## src/rtl/mprj_cfg_pkg.sv

```systemverilog
// mprj_cfg_pkg: pad config word layout, reset word and transmitter state encoding
package mprj_cfg_pkg;
  localparam int CFG_BITS = 13;
  localparam int DM_LSB          = 10;
  localparam int DM_W            = 3;
  localparam int ANALOG_POL_BIT  = 9;
  localparam int ANALOG_SEL_BIT  = 8;
  localparam int ANALOG_EN_BIT   = 7;
  localparam int IB_MODE_SEL_BIT = 6;
  localparam int VTRIP_SEL_BIT   = 5;
  localparam int SLOW_SEL_BIT    = 4;
  localparam int HOLDOVER_BIT    = 3;
  localparam int INP_DIS_BIT     = 2;
  localparam int OEB_BIT         = 1;
  localparam int MGMT_EN_BIT     = 0;
  localparam logic [CFG_BITS-1:0] CFG_RESET_WORD = 13'h0403;
  typedef enum logic [2:0] {
    ST_IDLE,
    ST_SHIFT_LO,
    ST_SHIFT_HI,
    ST_LOAD_HI,
    ST_LOAD_LO
  } xmit_state_t;
endpackage

```

## src/rtl/mprj_cfg_sclk_div.sv

```systemverilog
// mprj_cfg_sclk_div: counts CLK_DIV clocks per serial phase and ticks on the last one
module mprj_cfg_sclk_div #(
  parameter int CLK_DIV = 4
) (
  input  logic clock,
  input  logic reset,
  input  logic en,
  output logic tick
);
  localparam int CW = $clog2(CLK_DIV + 1);
  logic [CW-1:0] cnt;
  assign tick = en && cnt == CW'(CLK_DIV - 1);
  always_ff @(posedge clock or posedge reset)
    if (reset) cnt <= '0;
    else cnt <= (!en || tick) ? '0 : cnt + 1'b1;
endmodule

```

## src/rtl/mprj_io_cfg_xmit.sv

```systemverilog
// mprj_io_cfg_xmit: pad config array and serial chain transmitter; MPRJ_IO_CFG_READBACK_EN adds chain readback
module mprj_io_cfg_xmit
  import mprj_cfg_pkg::*;
#(
  parameter int NUM_PADS = 37,
  parameter int CLK_DIV  = 4
) (
  input  logic                clock,
  input  logic                reset,
  input  logic                cfg_we,
  input  logic [5:0]          cfg_addr,
  input  logic [CFG_BITS-1:0] cfg_wdata,
  output logic [CFG_BITS-1:0] cfg_rdata,
  input  logic                xfer_start,
  output logic                busy,
  output logic                done,
  output logic                serial_clock,
  output logic                serial_data_out,
  output logic                serial_load,
  output logic                serial_resetn
`ifdef MPRJ_IO_CFG_READBACK_EN
  ,
  input  logic                serial_data_in,
  input  logic                cfg_rsel
`endif
);
  localparam int N  = NUM_PADS * CFG_BITS;
  localparam int AW = NUM_PADS > 1 ? $clog2(NUM_PADS) : 1;
  localparam int BW = $clog2(N + 1);
  xmit_state_t state;
  logic [CFG_BITS-1:0] cfg [NUM_PADS];
  logic [N-1:0] sr, snap;
  logic [BW-1:0] bit_cnt;
  logic [AW-1:0] idx;
  logic in_range, tick, shift_in, last_bit;
  assign idx = cfg_addr[AW-1:0];
  assign in_range = 32'(cfg_addr) < NUM_PADS;
  assign last_bit = bit_cnt == BW'(N - 1);
  assign serial_data_out = sr[N-1];
  mprj_cfg_sclk_div #(.CLK_DIV(CLK_DIV)) u_div (
    .clock (clock),
    .reset (reset),
    .en    (state != ST_IDLE),
    .tick  (tick)
  );
  always_comb begin
    snap = '0;
    for (int i = 0; i < NUM_PADS; i++) snap[i*CFG_BITS +: CFG_BITS] = cfg[i];
  end
  always_ff @(posedge clock or posedge reset)
    if (reset) for (int i = 0; i < NUM_PADS; i++) cfg[i] <= CFG_RESET_WORD;
    else if (cfg_we && !busy && in_range) cfg[idx] <= cfg_wdata;
  // Every phase lasts one divider period; the final shift drains the captured chain bit.
  always_ff @(posedge clock or posedge reset)
    if (reset) begin
      state         <= ST_IDLE;
      sr            <= '0;
      bit_cnt       <= '0;
      busy          <= 1'b0;
      done          <= 1'b0;
      serial_clock  <= 1'b0;
      serial_load   <= 1'b0;
      serial_resetn <= 1'b0;
    end else begin
      serial_resetn <= 1'b1;
      done          <= 1'b0;
      case (state)
        ST_IDLE:
          if (xfer_start) begin
            sr      <= snap;
            bit_cnt <= '0;
            busy    <= 1'b1;
            state   <= ST_SHIFT_LO;
          end
        ST_SHIFT_LO:
          if (tick) begin
            serial_clock <= 1'b1;
            state        <= ST_SHIFT_HI;
          end
        ST_SHIFT_HI:
          if (tick) begin
            serial_clock <= 1'b0;
            sr           <= {sr[N-2:0], shift_in};
            bit_cnt      <= bit_cnt + 1'b1;
            serial_load  <= last_bit;
            state        <= last_bit ? ST_LOAD_HI : ST_SHIFT_LO;
          end
        ST_LOAD_HI:
          if (tick) begin
            serial_load <= 1'b0;
            state       <= ST_LOAD_LO;
          end
        ST_LOAD_LO:
          if (tick) begin
            busy  <= 1'b0;
            done  <= 1'b1;
            state <= ST_IDLE;
          end
        default: state <= ST_IDLE;
      endcase
    end
`ifdef MPRJ_IO_CFG_READBACK_EN
  logic cap;
  logic [CFG_BITS-1:0] rb [NUM_PADS];
  assign shift_in = cap;
  assign cfg_rdata = !in_range ? '0 : cfg_rsel ? rb[idx] : cfg[idx];
  always_ff @(posedge clock or posedge reset)
    if (reset) cap <= 1'b0;
    else if (state == ST_SHIFT_LO && tick) cap <= serial_data_in;
  always_ff @(posedge clock or posedge reset)
    if (reset) for (int i = 0; i < NUM_PADS; i++) rb[i] <= '0;
    else if (state == ST_LOAD_LO && tick)
      for (int i = 0; i < NUM_PADS; i++) rb[i] <= sr[i*CFG_BITS +: CFG_BITS];
`else
  assign shift_in = 1'b0;
  assign cfg_rdata = in_range ? cfg[idx] : '0;
`endif
endmodule

```

## config.mk

```make
export PLATFORM = sky130hd
export DESIGN_NAME = mprj_io_cfg_xmit
export DESIGN_NICKNAME = d
export VERILOG_FILES = /design/src/rtl/mprj_cfg_pkg.sv /design/src/rtl/mprj_cfg_sclk_div.sv /design/src/rtl/mprj_io_cfg_xmit.sv
export SDC_FILE = /design/constraint.sdc
export NUM_CORES = 2
export LEC_CHECK = 0
export CAP_MARGIN = 0
export CORE_MARGIN = 8
export CORE_UTILIZATION = 57
export DETAILED_ROUTE_END_ITERATION = 7
export GPL_ROUTABILITY_DRIVEN = 0
export PLACE_DENSITY = 0.78
export SKIP_LAST_GASP = 1
export SYNTH_ARGS = -nofsm -noshare
export SYNTH_HDL_FRONTEND = slang
export SYNTH_SLANG_ARGS = --single-unit
```

## constraint.sdc

```tcl
create_clock -name clock -period 33 [get_ports clock]
set_input_delay 6.6 -clock clock [delete_from_list [all_inputs] [get_ports clock]]
set_output_delay 6.6 -clock clock [all_outputs]
set_load 0.02 [all_outputs]
```

Word-level counts from Yosys, hierarchy flattened
Cells that the tools add are included.
{"block": "totals", "register_bits": 982, "in_bits": 23, "output_inout_bits": 19, "word_cells": 111}
{"block": "classes", "n_addsub": 2, "n_lt_le_gt_ge": 3, "n_eq_ne": 11, "mux": 30, "bitwise_logic": 1, "reduce_logical": 18}
{"operator": "481-bit two-way mux", "n": 2}
{"operator": "481-bit one-hot mux with 2 select lines", "n": 1}
{"operator": "481-bit bitwise mux", "n": 1}
{"operator": "13-bit binary-select mux with 6-bit select", "n": 1}
{"operator": "13-bit demux with 6-bit select", "n": 1}
{"operator": "13-bit two-way mux", "n": 4}
{"operator": "3-bit two-way mux", "n": 6}
{"operator": "9-bit two-way mux", "n": 2}
{"operator": "9-bit one-hot mux with 2 select lines", "n": 1}
{"operator": "3-bit one-hot mux with 5 select lines", "n": 1}
{"operator": "3-bit AND reduction", "n": 4}
{"operator": "9-bit by 1-bit adder with 9-bit output (second input constant)", "n": 1}
{"operator": "3-bit by 2-bit == test with 1-bit output (second input constant)", "n": 3}
{"operator": "9-bit == test (second input constant)", "n": 1}
{"operator": "2-bit by 1-bit inequality test with 1-bit output (second input constant)", "n": 4}
{"operator": "2-bit nonzero test", "n": 4}
{"operator": "7-bit greater-or-equal comparator (second input constant)", "n": 1}
{"operator": "7-bit by 1-bit < comparator with 1-bit output (second input constant)", "n": 1}
{"operator": "6-bit inverter with 7-bit output", "n": 1}
{"operator": "6-bit < comparator (second input constant)", "n": 1}
{"operator": "1-bit two-way mux", "n": 6}
{"operator": "1-bit one-hot mux with 2 select lines", "n": 3}
{"operator": "5-bit AND reduction", "n": 1}
{"operator": "1-bit logical AND", "n": 4}
{"operator": "other kinds (9)", "n": 10}

Logic depth before layout (Yosys ltp)
{"block": "logic_depth", "word_depth": 6, "ltp_mapped": 11, "mapped_depth_nobuf": 7}

By module
A second synthesis with hierarchy kept.
{"block": "hier_totals", "hier_cells": 4362, "hier_area_um2": 45006.9}
{"module": "mprj_io_cfg_xmit", "n_inst": 1, "cells_each": 4351, "area_per_inst_um2": 44868.0, "seq_area_each_um2": 24637.4}
{"module": "mprj_cfg_sclk_div", "n_inst": 1, "cells_each": 11, "area_per_inst_um2": 138.9, "seq_area_each_um2": 75.1}

Worst setup path after synthesis
No wires, ideal clock.
{"block": "synth_path", "path_type": "input-to-output", "from": "input cfg_addr[1]", "to": "output cfg_rdata[12]", "arrival_time_ns": 8.077, "t_required_ns": 26.400, "path_slack_ns": 18.323, "cell_stages": 6, "n_path_buf": 2, "path_cell_list": "buf_2 buf_2 mux4_2 mux2i_1 o22ai_1 or4_1"}
{"block": "synth_between", "elab_chain_len": 5, "word_cells_on_any_way": 6, "cone_classes": "1 x order compare; 4 x mux; 1 x bitwise"}
{"element": "start, declared", "line_no": "mprj_io_cfg_xmit.sv:11", "source": "input logic [5:0] cfg_addr,"}
{"element": "6-bit inverter with 7-bit output (not written as such)", "line_no": "mprj_io_cfg_xmit.sv:116", "source": "assign cfg_rdata = in_range ? cfg[idx] : '0;"}
{"element": "13-bit binary-select mux with 6-bit select", "line_no": "mprj_io_cfg_xmit.sv:116"}
{"element": "13-bit two-way mux (not written as such) (2 in a row)", "line_no": "mprj_io_cfg_xmit.sv:116"}
{"element": "13-bit two-way mux *", "line_no": "mprj_io_cfg_xmit.sv:116"}
{"element": "end, declared", "line_no": "mprj_io_cfg_xmit.sv:13", "source": "output logic [CFG_BITS-1:0] cfg_rdata,"}
Every way passes the cells marked *; elsewhere a longest branch is shown, timed or not. The select of a mux whose other input is x is not followed.

Worst setup path after layout
{"block": "layout_path", "from": "input cfg_addr[0]", "to": "output cfg_rdata[8]"}
The elaborated chain is that of the path after synthesis.

==> run metrics <==
Setup Buffers After CTS=0; global-route wire length before repair=192.3 mm; R2R setup slack=27.88 ns; Pwr Density=54.71 mW/mm²; pin count of the biggest net entering global routing=271; cts repair resizes=0; H-tree depth=3; fin area=0.04918 mm²; YS warnings=0; crit-path max FO=55; Root Driver=clkbuf_16; Yosys cell types=66; count leader, synth=dfrtp_1; row cnt=103; total number of vias=30540; slowest cell delay on critical path=0.82 ns; CTS buffer count=100; worst r2r path cells=8; initial antenna violation count=7; clock share of power=42.6%; f_max=58.12 MHz; status=finished clean; P_int=1981 µW; Placed Area=0.04585 mm²; Clk Latency, worst-skew pair=0.67 ns; WP data required=26.40 ns; nets@finish=3700; grt ovf=0; Antenna Violating Nets Remaining=0; count of final setup violators=0; Worst setup SP type=primary input; hold depth=1; # fillers=6111; top-area cell type share of the netlist area=48.06%; share of cells above drive strength 1=23.92%; synth cell count leaders=871 x dfrtp_1, 543 x nand2_1, 541 x mux2i_1, 526 x mux2_2, 388 x o21ai_0; crit end category=primary output; syn nets=3829; Cells after Synth=3802; CP Launch Point=cfg_addr[0]; Remaining DRCs=0; overall die height=298.1 µm; Worst-path clk slew=0.06 ns; reg-to-reg critical path startpoint=state[1]; FF-to-FF End=sr[248]; Main synth FF type=dfrtp_1; vias in the first global route=30650; TNS Setup=0 ns; Slew HR=9.982%; post-synth top area cell=dfrtp_1; Initial Utilization=57.50%; cell area after synthesis=0.04535 mm²; CTS tree=built; drt first pass iters=7; worst min path class=reg -> reg; detailed-route wire length=125.3 mm; flops & latches, synth=982; area grow syn2layout=8.440%; RSZ-0062 raised after global routing=false; clock sink count=982; Final Critical Period=17.21 ns; MaxCap Viol Count=0; DR iter-0 viols=3397; largest cells by area after synthesis=dfrtp_1 48%, mux2_2 13%, mux2i_1 12%; final setup skew=0.02535 ns; Leakage=0.02113 µW; switching share of power=26.36%; Die Wd=298.1 µm; Final Hold Viols=0; Pwr Total=2691 µW; HPWL Detailed=79.72 mm; share of total power in sequential cells=45.9%; worst-margin pin slew=1.345 ns; Core Footprint=0.07887 mm²; clock tree buffer depth=3; hold_sp=u_div.cnt[0]; Post-synth EDFFs=0; Post-synth ARST share=100.0%; syn avg cell area=11.93 µm²; Critical Path AT=10.61 ns; Placed Cells incl. Taps=4621; Logic pwr share=11.5%; Finished Layout Cells=4809; GRT Overall Usage=27.73%; Top Ports=42; Net Sw Power=709.2 µW; Seq/Total Area, Yosys=54.49%; CP max stage cell=buf_4; Min-Delay Endpoint=u_div.cnt[0]; Slew Viols, Final=0; hold buffer count at cts=0; PortBufs=41; Vias per Instance=6.351; crit share post-route=52.14%; Die Area=0.08885 mm²; Util after Layout=62.35%; Peak VDD IR=0.04260 mV; Critical Path, Cell by Cell=clkbuf_8 > buf_4 > mux4_2 > mux2i_1 > o22ai_1 > a21oi_1 > o221ai_1 > clkdlybuf4s50_1; Setup CP Type=in -> out; DR WL/cell=26.04 µm
-- through the flow --
| stage | hold WS (ns) | setup slack (ns) |
|---|---|---|
| after floorplan | 0.4150 | 12.96 |
| after global placement | 0.4281 | 16.11 |
| after detailed placement | 0.4454 | 16.06 |
| after CTS | 0.4535 | 16.06 |
| after global routing | 0.4664 | 15.80 |
| final | 0.4482 | 15.79 |
-- worst max path at each step --
stage	endpoint	slack (ns)	depth (start not counted)
CTS	cfg_rdata[8]	16.06	8
detailed placement	cfg_rdata[8]	16.06	8
global route	cfg_rdata[9]	15.80	8
global placement	cfg_rdata[8]	16.11	8
finish	cfg_rdata[8]	15.79	8
floorplan	bit_cnt[0]	12.96	1
-- cell families after synthesis --
family                   Yosys count  synth area share, %
buffers and inverters            334                3.634
adder cells (fa/ha/maj)            4               0.1104
XOR/XNOR                           7               0.1352
flip-flops                       982                54.49
AND/OR/NAND/NOR                  659                5.854
multiplexers                    1113                26.93
other                              1             0.008269
AO/OA/AOI/OAI                    702                8.837
-- power groups by stage --
| stage | logic [µW] | clock network (µW) | registers [µW] |
|---|---|---|---|
| 5_1_grt | 333 | 1210 | 1240 |
| 2_1_floorplan | 250 | 0 | 1250 |
| 6_report | 310 | 1150 | 1240 |
| 4_1_cts | 307 | 1160 | 1230 |
| 3_5_place_dp | 307 | 0 | 1260 |
| 3_3_place_gp | 303 | 0 | 1260 |
-- flip-flops by register name (all words and copies together), names as in the netlist --
name	cells
bit_cnt	9
busy	1
cfg	481
done	1
serial_clock	1
serial_load	1
serial_resetn	1
sr	481
state	3
u_div.cnt	3
-- cell usage in the layout, fill, tap and decap left out, types with 42 or more instances in the layout --
cell | netlist | routed
a22oi_1 | 49 | 49
dfrtp_1 | 871 | 871
buf_4 | 32 | 48
mux2i_1 | 541 | 541
o21ai_0 | 388 | 388
clkbuf_16 | 0 | 102
nand2_1 | 543 | 543
nor2_1 | 49 | 45
dfstp_2 | 111 | 111
o21ai_1 | 117 | 117
mux2_2 | 526 | 526
clkbuf_1 | 112 | 42
-- per-layer routing --
metal,track usage (%),wire length (µm)
met5,0,34
met4,12.71,6837
met3,9.108,13230
met2,40.79,54450
met1,37.28,50700
-- final cells by class --
| cell class | count | area (µm²) | share of cell area (%) |
|---|---|---|---|
| Antenna cell | 1 | 2.502 | 0.005088 |
| Clock buffer | 165 | 2999 | 6.098 |
| Clock inverter | 22 | 326.6 | 0.6640 |
| Inverter | 13 | 52.55 | 0.1069 |
| Multi-Input combinational cell | 2486 | 19020 | 38.68 |
| Sequential cell | 982 | 24710 | 50.25 |
| Tap cell | 1050 | 1314 | 2.671 |
| Timing Repair Buffer | 90 | 749.5 | 1.524 |
-- critical path, delay by kind of cell --
family / cells / cell delay [ns]
compound gates: 3 / 0.91
buf+inv: 3 / 1.97
mux: 2 / 1.03
No activity file was read; power rests on OpenSTA's default activity.
